===== config.mk =====
export PLATFORM = sky130hd
export DESIGN_NAME = ychg_record_feeder
export DESIGN_NICKNAME = d
export VERILOG_FILES = /design/src/rtl/ychg_pkg.sv /design/src/rtl/ychg_fifo.sv /design/src/rtl/ychg_record_feeder.sv
export SDC_FILE = /design/constraint.sdc
export NUM_CORES = 1
export LEC_CHECK = 0
export ABC_AREA = 1
export CAP_MARGIN = 30
export CELL_PAD_IN_SITES_DETAIL_PLACEMENT = 2
export CELL_PAD_IN_SITES_GLOBAL_PLACEMENT = 2
export CORE_MARGIN = 2
export CORE_UTILIZATION = 30
export DETAILED_ROUTE_END_ITERATION = 6
export PLACE_DENSITY = 0.74
export SLEW_MARGIN = 10
export SYNTH_ARGS = -nofsm -noshare
export SYNTH_HDL_FRONTEND = slang
export SYNTH_SLANG_ARGS = --single-unit

===== constraint.sdc =====
create_clock -name clock -period 4.77 [get_ports clock]
set_clock_uncertainty 0.05 [all_clocks]
set_input_delay 0.477 -clock clock [delete_from_list [all_inputs] [get_ports clock]]
set_output_delay 0.477 -clock clock [all_outputs]
set_load 0.01 [all_outputs]

===== src/rtl/ychg_pkg.sv =====
// Shared types for the Y-matrix change-record feeder: default field widths,
// the packed change record and the issue FSM state encoding.
package ychg_pkg;

  localparam int unsigned CHG_ROW_W = 16;
  localparam int unsigned CHG_VAL_W = 24;

  typedef struct packed {
    logic [CHG_ROW_W-1:0] row;
    logic [CHG_ROW_W-1:0] col;
    logic [CHG_VAL_W-1:0] re;
    logic [CHG_VAL_W-1:0] img;
  } chg_rec_t;

  typedef enum logic [1:0] {
    IDLE  = 2'd0,
    ISSUE = 2'd1,
    WAIT  = 2'd2
  } state_t;

endpackage


===== src/rtl/ychg_fifo.sv =====
// Generic synchronous FIFO of packed records; full is registered, a push
// while full is ignored even if a pop frees a slot in the same cycle.
module ychg_fifo
  import ychg_pkg::*;
#(
  parameter type         T     = chg_rec_t,
  parameter int unsigned DEPTH = 8
) (
  input  logic                   i_clk,
  input  logic                   i_rst_n,
  input  logic                   i_push,
  input  T                       i_data,
  input  logic                   i_pop,
  output T                       o_data,
  output logic                   o_full,
  output logic                   o_empty,
  output logic [$clog2(DEPTH):0] o_count
);

  localparam int unsigned     AW       = $clog2(DEPTH);
  localparam logic [AW:0]     LP_DEPTH = (AW+1)'(DEPTH);

  T                r_mem [DEPTH];
  logic [AW-1:0]   r_wr_ptr;
  logic [AW-1:0]   r_rd_ptr;
  logic [AW:0]     r_count;
  logic            r_full;
  logic [AW:0]     w_count_nxt;
  logic            w_do_push;
  logic            w_do_pop;

  always_comb begin
    w_do_push   = i_push && !r_full;
    w_do_pop    = i_pop && (r_count != '0);
    w_count_nxt = r_count;
    case ({w_do_push, w_do_pop})
      2'b10:   w_count_nxt = r_count + (AW+1)'(1);
      2'b01:   w_count_nxt = r_count - (AW+1)'(1);
      default: w_count_nxt = r_count;
    endcase
  end

  always_ff @(posedge i_clk) begin
    if (w_do_push) r_mem[r_wr_ptr] <= i_data;
  end

  always_ff @(posedge i_clk or negedge i_rst_n) begin
    if (!i_rst_n) begin
      r_wr_ptr <= '0;
      r_rd_ptr <= '0;
      r_count  <= '0;
      r_full   <= 1'b0;
    end else begin
      if (w_do_push) r_wr_ptr <= r_wr_ptr + AW'(1);
      if (w_do_pop)  r_rd_ptr <= r_rd_ptr + AW'(1);
      r_count <= w_count_nxt;
      r_full  <= (w_count_nxt == LP_DEPTH);
    end
  end

  assign o_data  = r_mem[r_rd_ptr];
  assign o_full  = r_full;
  assign o_empty = (r_count == '0);
  assign o_count = r_count;

endmodule


===== src/rtl/ychg_record_feeder.sv =====
// Buffers change records and issues them one at a time to the integration stage
// with a done/watchdog handshake. Define YCHG_RANGE_CHECK_EN to discard out-of-range indices.
module ychg_record_feeder
  import ychg_pkg::*;
#(
  parameter int unsigned DEPTH          = 8,
  parameter int unsigned ROW_W          = CHG_ROW_W,
  parameter int unsigned VAL_W          = CHG_VAL_W,
  parameter int unsigned TIMEOUT_CYCLES = 64,
  parameter int unsigned MATRIX_DIM     = 16
) (
  input  logic             clock,
  input  logic             reset,
  input  logic             chg_push,
  input  logic [ROW_W-1:0] chg_row_in,
  input  logic [ROW_W-1:0] chg_col_in,
  input  logic [VAL_W-1:0] chg_real_in,
  input  logic [VAL_W-1:0] chg_img_in,
  output logic             chg_full,
  input  logic             batch_end,
  output logic [ROW_W-1:0] chg_row,
  output logic [ROW_W-1:0] chg_col,
  output logic [VAL_W-1:0] chg_real,
  output logic [VAL_W-1:0] chg_img,
  output logic             chg_start,
  input  logic             dp_done,
  output logic [15:0]      rec_count,
  output logic             timeout_err,
  output logic             drop_err,
  output logic             batch_done
);

  typedef struct packed {
    logic [ROW_W-1:0] row;
    logic [ROW_W-1:0] col;
    logic [VAL_W-1:0] re;
    logic [VAL_W-1:0] img;
  } rec_t;

  localparam int unsigned      CW         = $clog2(DEPTH) + 1;
  localparam int unsigned      WD_W       = (TIMEOUT_CYCLES > 2) ? $clog2(TIMEOUT_CYCLES) : 1;
  localparam logic [WD_W-1:0]  LP_WD_LAST = WD_W'(TIMEOUT_CYCLES - 1);
  localparam logic [ROW_W:0]   LP_DIM     = (ROW_W+1)'(MATRIX_DIM);
`ifdef YCHG_RANGE_CHECK_EN
  localparam bit               LP_RANGE_CHK = 1'b1;
`else
  localparam bit               LP_RANGE_CHK = 1'b0;
`endif

  rec_t             w_in_rec;
  rec_t             w_head;
  rec_t             r_rec;
  logic             w_full;
  logic             w_empty;
  logic [CW-1:0]    w_count;
  logic             w_pop;
  logic             w_idx_bad;
  logic             w_range_bad;
  logic             w_batch_done;
  logic             w_clear;

  state_t           r_state;
  logic [WD_W-1:0]  r_wd;
  logic             r_start;
  logic [15:0]      r_rec_count;
  logic             r_timeout_err;
  logic             r_drop_err;
  logic             r_pending;

  assign w_in_rec = '{chg_row_in, chg_col_in, chg_real_in, chg_img_in};

  ychg_fifo #(
    .T     (rec_t),
    .DEPTH (DEPTH)
  ) u_fifo (
    .i_clk   (clock),
    .i_rst_n (reset),
    .i_push  (chg_push),
    .i_data  (w_in_rec),
    .i_pop   (w_pop),
    .o_data  (w_head),
    .o_full  (w_full),
    .o_empty (w_empty),
    .o_count (w_count)
  );

  always_comb begin
    w_pop        = (r_state == IDLE) && !w_empty;
    w_idx_bad    = ({1'b0, w_head.row} >= LP_DIM) || ({1'b0, w_head.col} >= LP_DIM);
    w_range_bad  = LP_RANGE_CHK && w_idx_bad;
    w_batch_done = r_pending && (w_count == '0) && (r_state == IDLE);
    // the first push after a finished batch opens a fresh one
    w_clear      = chg_push && w_batch_done;
  end

  always_ff @(posedge clock or negedge reset) begin
    if (!reset) begin
      r_state       <= IDLE;
      r_rec         <= '0;
      r_wd          <= '0;
      r_start       <= 1'b0;
      r_rec_count   <= '0;
      r_timeout_err <= 1'b0;
      r_drop_err    <= 1'b0;
      r_pending     <= 1'b0;
    end else begin
      r_start <= 1'b0;
      if (chg_push && w_full) r_drop_err <= 1'b1;
      if (w_clear) begin
        r_pending     <= 1'b0;
        r_rec_count   <= '0;
        r_timeout_err <= 1'b0;
        r_drop_err    <= 1'b0;
      end
      if (batch_end) r_pending <= 1'b1;

      case (r_state)
        IDLE: begin
          if (w_pop) begin
            if (w_range_bad) begin
              r_drop_err <= 1'b1;
            end else begin
              r_rec   <= w_head;
              r_start <= 1'b1;
              r_state <= ISSUE;
            end
          end
        end
        ISSUE: begin
          r_wd    <= '0;
          r_state <= WAIT;
        end
        WAIT: begin
          if (dp_done) begin
            if (r_rec_count != '1) r_rec_count <= r_rec_count + 16'd1;
            r_state <= IDLE;
          end else if (r_wd == LP_WD_LAST) begin
            if (r_rec_count != '1) r_rec_count <= r_rec_count + 16'd1;
            r_timeout_err <= 1'b1;
            r_state       <= IDLE;
          end else begin
            r_wd <= r_wd + WD_W'(1);
          end
        end
        default: r_state <= IDLE;
      endcase
    end
  end

  assign chg_full    = w_full;
  assign chg_row     = r_rec.row;
  assign chg_col     = r_rec.col;
  assign chg_real    = r_rec.re;
  assign chg_img     = r_rec.img;
  assign chg_start   = r_start;
  assign rec_count   = r_rec_count;
  assign timeout_err = r_timeout_err;
  assign drop_err    = r_drop_err;
  assign batch_done  = w_batch_done;

endmodule


# After elaboration in Yosys (flattened, before gate mapping)
# Memory sizes are Yosys's and may differ from the RTL's. A register that Yosys moved wholly into a read port is not among the register bits.
# Index checks and enable logic that the tools add are counted.
# word_totals
reg_bits	39
ram_bits	640
in_bits	85
output_inout_bits	101
wordCells	73
mem_count	1
# mem_list
memory	depth	width	read_ports	rd_clocked_by_memory_dff	wr	line_no	rtl
u_fifo.r_mem	8	80	1	1	1	ychg_fifo.sv:23	T r_mem [DEPTH];
# op_classes
n_addsub	6
eq_ne	11
n_mux	25
reduce_logical	19
# ops
operator	count
$mux 16	5
$add 16x1->16 const B	1
$ne 16x16->1 const B	1
$mux 1	12
$mux 6	2
$pmux 6 s2	1
$pmux 4 s2	1
$logic_and 1x1->1	7
$add 3x1->3 const B	2
$add 6x1->6 const B	1
$eq 6x6->1 const B	1
$mux 2	3
$pmux 2 s3	1
$reduce_bool 2->1	3
$add 4x1->4 const B	1
$eq 2x1->1 const B	2
$eq 2x2->1 const B	2
$eq 4x4->1 const B	1
$logic_not 4->1	1
$ne 2x2->1 const B	2
$reduce_and 2->1	2
$reduce_bool 4->1	1
$sub 4x1->4 const B	1
$logic_not 1->1	3
4 further kinds	4

# Depth between registers and ports, before layout
# depth
ltp_word	9
mapped_depth	13
ltp_nobuf	12

# By module
# From an unflattened synthesis, not the netlist that was laid out.
# unflattened
hier_cells	2428
area_unflattened_um2	29797.3
# by_module_without_submodules
mod	n_inst	cells_each	area_each_um2	seq_area_each_um2
ychg_fifo	1	1887	25177.9	19493.7
ychg_record_feeder	1	541	4619.4	2702.6

# Worst setup path after synthesis
# Ideal clock, no wire load.
# synth_timing
kind	input-to-reg
startpoint	in chg_push
endpoint	mem u_fifo.r_mem[0][0] in the netlist's numbering (enable)
setup_ps	519
arrival_ps	4274
required_ps	4201
slack_ps	-73
path_stages	3
n_path_buf	0
cell_sequence	nand2_1 > or2_2 > nor2_1
# synth_via
elab_chain_cells	3
# synth_rtl
item	line_no	rtl
start: declaration	ychg_record_feeder.sv:14	input logic chg_push,
$logic_and 1x1->1	ychg_fifo.sv:33	w_do_push = i_push && !r_full;
$mux 1	ychg_fifo.sv:44	if (w_do_push) r_mem[r_wr_ptr] <= i_data;
$mux 1 (implied by the code)	ychg_fifo.sv:44	
end: declaration	ychg_fifo.sv:23	
# Every way passes these cells.

==> results.sh <==
export IMPL_status="completed"
export IMPL_die_h_um=316
export IMPL_peakVddDrop_mv=0.438
export IMPL_rsz0062_at_grt="no"
export IMPL_clock_sinks=759
export IMPL_cts_buffers=84
export IMPL_finalHoldViolations=0
export IMPL_worst_slack_ps=1920
export IMPL_yosysSeqAreaShare=0.762
export IMPL_start_util=0.302
export IMPL_htreeDepth=3
export IMPL_antenna_found_initial=18
export IMPL_end_kind="register"
export IMPL_dr_total_vias=19100
export IMPL_synthTopCellsByArea="edfxtp_1 (66%), dfrtp_1 (10%), o21ai_0 (5.7%), nor2_1 (4.4%), o221ai_1 (4.3%)"
export IMPL_holdWs_ps=417
export IMPL_synth_distinct_cells=40
export IMPL_drive_gt1_frac=0.0803
export IMPL_drv_cap=0
export IMPL_drv_slew=0
export IMPL_critPathMaxStageDelay_ps=900
export IMPL_cts_tree="done"
export IMPL_worstHoldPathType="input pin to register"
export IMPL_cp_slowest_cell="clkinv_2"
export IMPL_routed_wirelength_um=92500
export IMPL_dieArea_um2=99600
export IMPL_ys_async_sr_fraction=0.157
export IMPL_num_rows=114
export IMPL_fmax_mhz=351
export IMPL_r2r_start="u_fifo.r_rd_ptr[2]"
export IMPL_ys_ff_latch=759
export IMPL_fin_area_um2=35100
export IMPL_grt_ovfl_total=0
export IMPL_critPathLaunchType="register"
export IMPL_hold_start="batch_end"
export IMPL_grt_max_degree=160
export IMPL_leakage_nw=11.9
export IMPL_tightest_slew_ps=1090
export IMPL_powerDensity_nw_per_um2=653
export IMPL_grt_use_met2=0.325
export IMPL_crit_start="u_fifo.r_rd_ptr[2]"
export IMPL_cp_data_required_time_ps=5280
export IMPL_relSlewSlack=0.276
export IMPL_first_global_vias=21800
export IMPL_dpl_instance_area_um2=32400
export IMPL_grt_pass1_wl_um=139000
export IMPL_worstSetupPathType="register to register"
export IMPL_setup_viol=0
export IMPL_syn_to_final_growth_pct=20.6
export IMPL_drtIter0Drc=1562
export IMPL_netlist_instances=2164
export IMPL_insertion_delay_ps=640
export IMPL_synth_area_per_cell_um2=13.5
export IMPL_syn_cell_area_um2=29100
export IMPL_ant_nets=0
export IMPL_nets=2424
export IMPL_path_cells="clkinv_2 -> buf_4 -> o221ai_1 -> nand3_1 -> nand2_1"
export IMPL_ys_flop_type="edfxtp_1"
export IMPL_busiest_layer="met2"
export IMPL_via_per_inst=5.18
export IMPL_place_ws_ps=1500
export IMPL_place_gp_congestion=0.726
export IMPL_use_met3=0.0336
export IMPL_die_w_um=316
export IMPL_synth_edf_count=640
export IMPL_clockBufferDepth=3
export IMPL_boundaryPins=186
export IMPL_dp_hpwl_um=51100
export IMPL_post_route_period_util=0.598
export IMPL_drc=0
export IMPL_total_power_mw=22.9
export IMPL_worst_path_max_fanout=43
export IMPL_arrival_ps=3360
export IMPL_yosysWarnings=0
export IMPL_wl_per_cell_um=25.1
export IMPL_synth_top_area_frac=0.660
export IMPL_grt_use_met1=0.229
export IMPL_grt_usage=0.185
export IMPL_cts_clk_slew_worst_paths_ps=60
export IMPL_cts_setup_buffers=0
export IMPL_synth_net_count=2255
export IMPL_portBuffers=185
export IMPL_firstDrtPassIters=5
export IMPL_cts_root_buf="clkbuf_16"
export IMPL_coreArea_um2=96400
export IMPL_period_needed_ps=2850
export IMPL_synth_top_area_cell="edfxtp_1"
export IMPL_fill_cells=9819
==> synthesized netlist by cell type, types with 2 or more instances <==
library cell,n
a21oi_1,9
buf_1,7
buf_2,41
buf_4,3
clkbuf_1,89
dfrtp_1,119
edfxtp_1,640
ha_1,6
inv_1,44
inv_2,5
nand2_1,220
nand2_2,3
nand3_1,76
nand4_1,3
nor2_1,345
nor2_2,2
nor2_4,2
nor3_1,6
o211ai_1,18
o21ai_0,334
o21ai_1,5
o221ai_1,142
o22ai_1,20
or2_2,2
xor2_1,8
==> power breakdown <==
part	internal [mW]	leakage [nW]	total, mW	switching, mW
combinational	2.32	3.35	7.33	5.01
clock	3.65	1.29	6.35	2.70
sequential	8.48	7.27	9.25	0.777
==> kinds of logic after synthesis <==
logic type | count (synthesis) | synth area share
buffers and inverters | 190 | 0.0269
adders and majority gates | 6 | 0.00258
DFF | 759 | 0.762
AOI/OAI and AO/OA | 535 | 0.114
and+or+nand+nor | 665 | 0.0919
xor gates and xnor gates | 9 | 0.00271
==> routing by layer <==
layer	part of all wire	wire length (um)
met5	0.0012	108
met3	0.046	4290
met4	0.025	2360
met2	0.51	47000
met1	0.42	38800
==> final cells by class <==
class                      instances  area (um^2)  area share
sequential                       759        22200       0.632
clock inverter                    33          313     0.00891
antenna                            9         22.5    0.000641
multi-input combinational       1215         6210       0.177
timing repair buffer             224         2230      0.0635
inverter                          49          198     0.00563
clock buffer                     122         2340      0.0668
tap                             1276         1600      0.0455
==> flip-flops by register name (all words and copies together) (netlist names) <==
name	count
timeout_err	1
u_fifo.r_mem	640
u_fifo.o_count	4
chg_row	16
u_fifo.r_rd_ptr	3
r_wd	6
chg_img	24
u_fifo.o_full	1
chg_start	1
u_fifo.r_wr_ptr	3
rec_count	16
chg_real	24
drop_err	1
r_state	2
r_pending	1
chg_col	16
==> repair_timing <==
action | 4_1_cts | 5_1_grt
hold buffers | 1 | 0
endpoints found under the hold margin | 62 | 0
gates resized for setup | 0 | 0
==> through the flow <==
| stage | setup TNS (ps) | utilization | std cells |
|---|---|---|---|
| after floorplan | -23270 | - | 2164 |
| after global routing | 0 | 0.364 | 3686 |
| after detailed placement | 0 | 0.336 | 3521 |
| after global placement | 0 | 0.336 | 3520 |
| final | 0 | 0.364 | 3687 |
| after CTS | 0 | 0.364 | 3677 |
==> cells in the final DEF, fill, tap and decap left out, drive strengths merged, types with 3 or more instances in the layout <==
cell,n
clkinvlp,4
dfrtp,119
a21oi,9
clkinv,21
inv,53
nand3,77
buf,39
edfxtp,640
nor3,6
nand4,3
clkbuf,122
nor2,349
o22ai,20
bufinv,4
nand2,223
ha,6
clkdlybuf4s50,184
o221ai,142
o211ai,18
xor2,8
o21ai,340
diode,9
or2,5
==> worst paths after layout <==
check                      cells after the start             to  slack (ps)
setup / recovery                               5    chg_img[11]        1920
hold / removal                                 2      r_pending         420
setup reg to reg                               5    chg_img[11]        1920
hold reg to reg                                2     chg_col[2]         430
max in group asynchronous                      3    chg_row[10]        3130
min in group asynchronous                      2  rec_count[14]         430
==> critical path, delay by kind of cell, from the launching register on <==
| family | cells | cell delay [ps] |
|---|---|---|
| compound gates | 1 | 140 |
| flops | 1 | 860 |
| simple gates | 2 | 220 |
| buf+inv | 2 | 1460 |
Power figures use the tool's default switching activity.
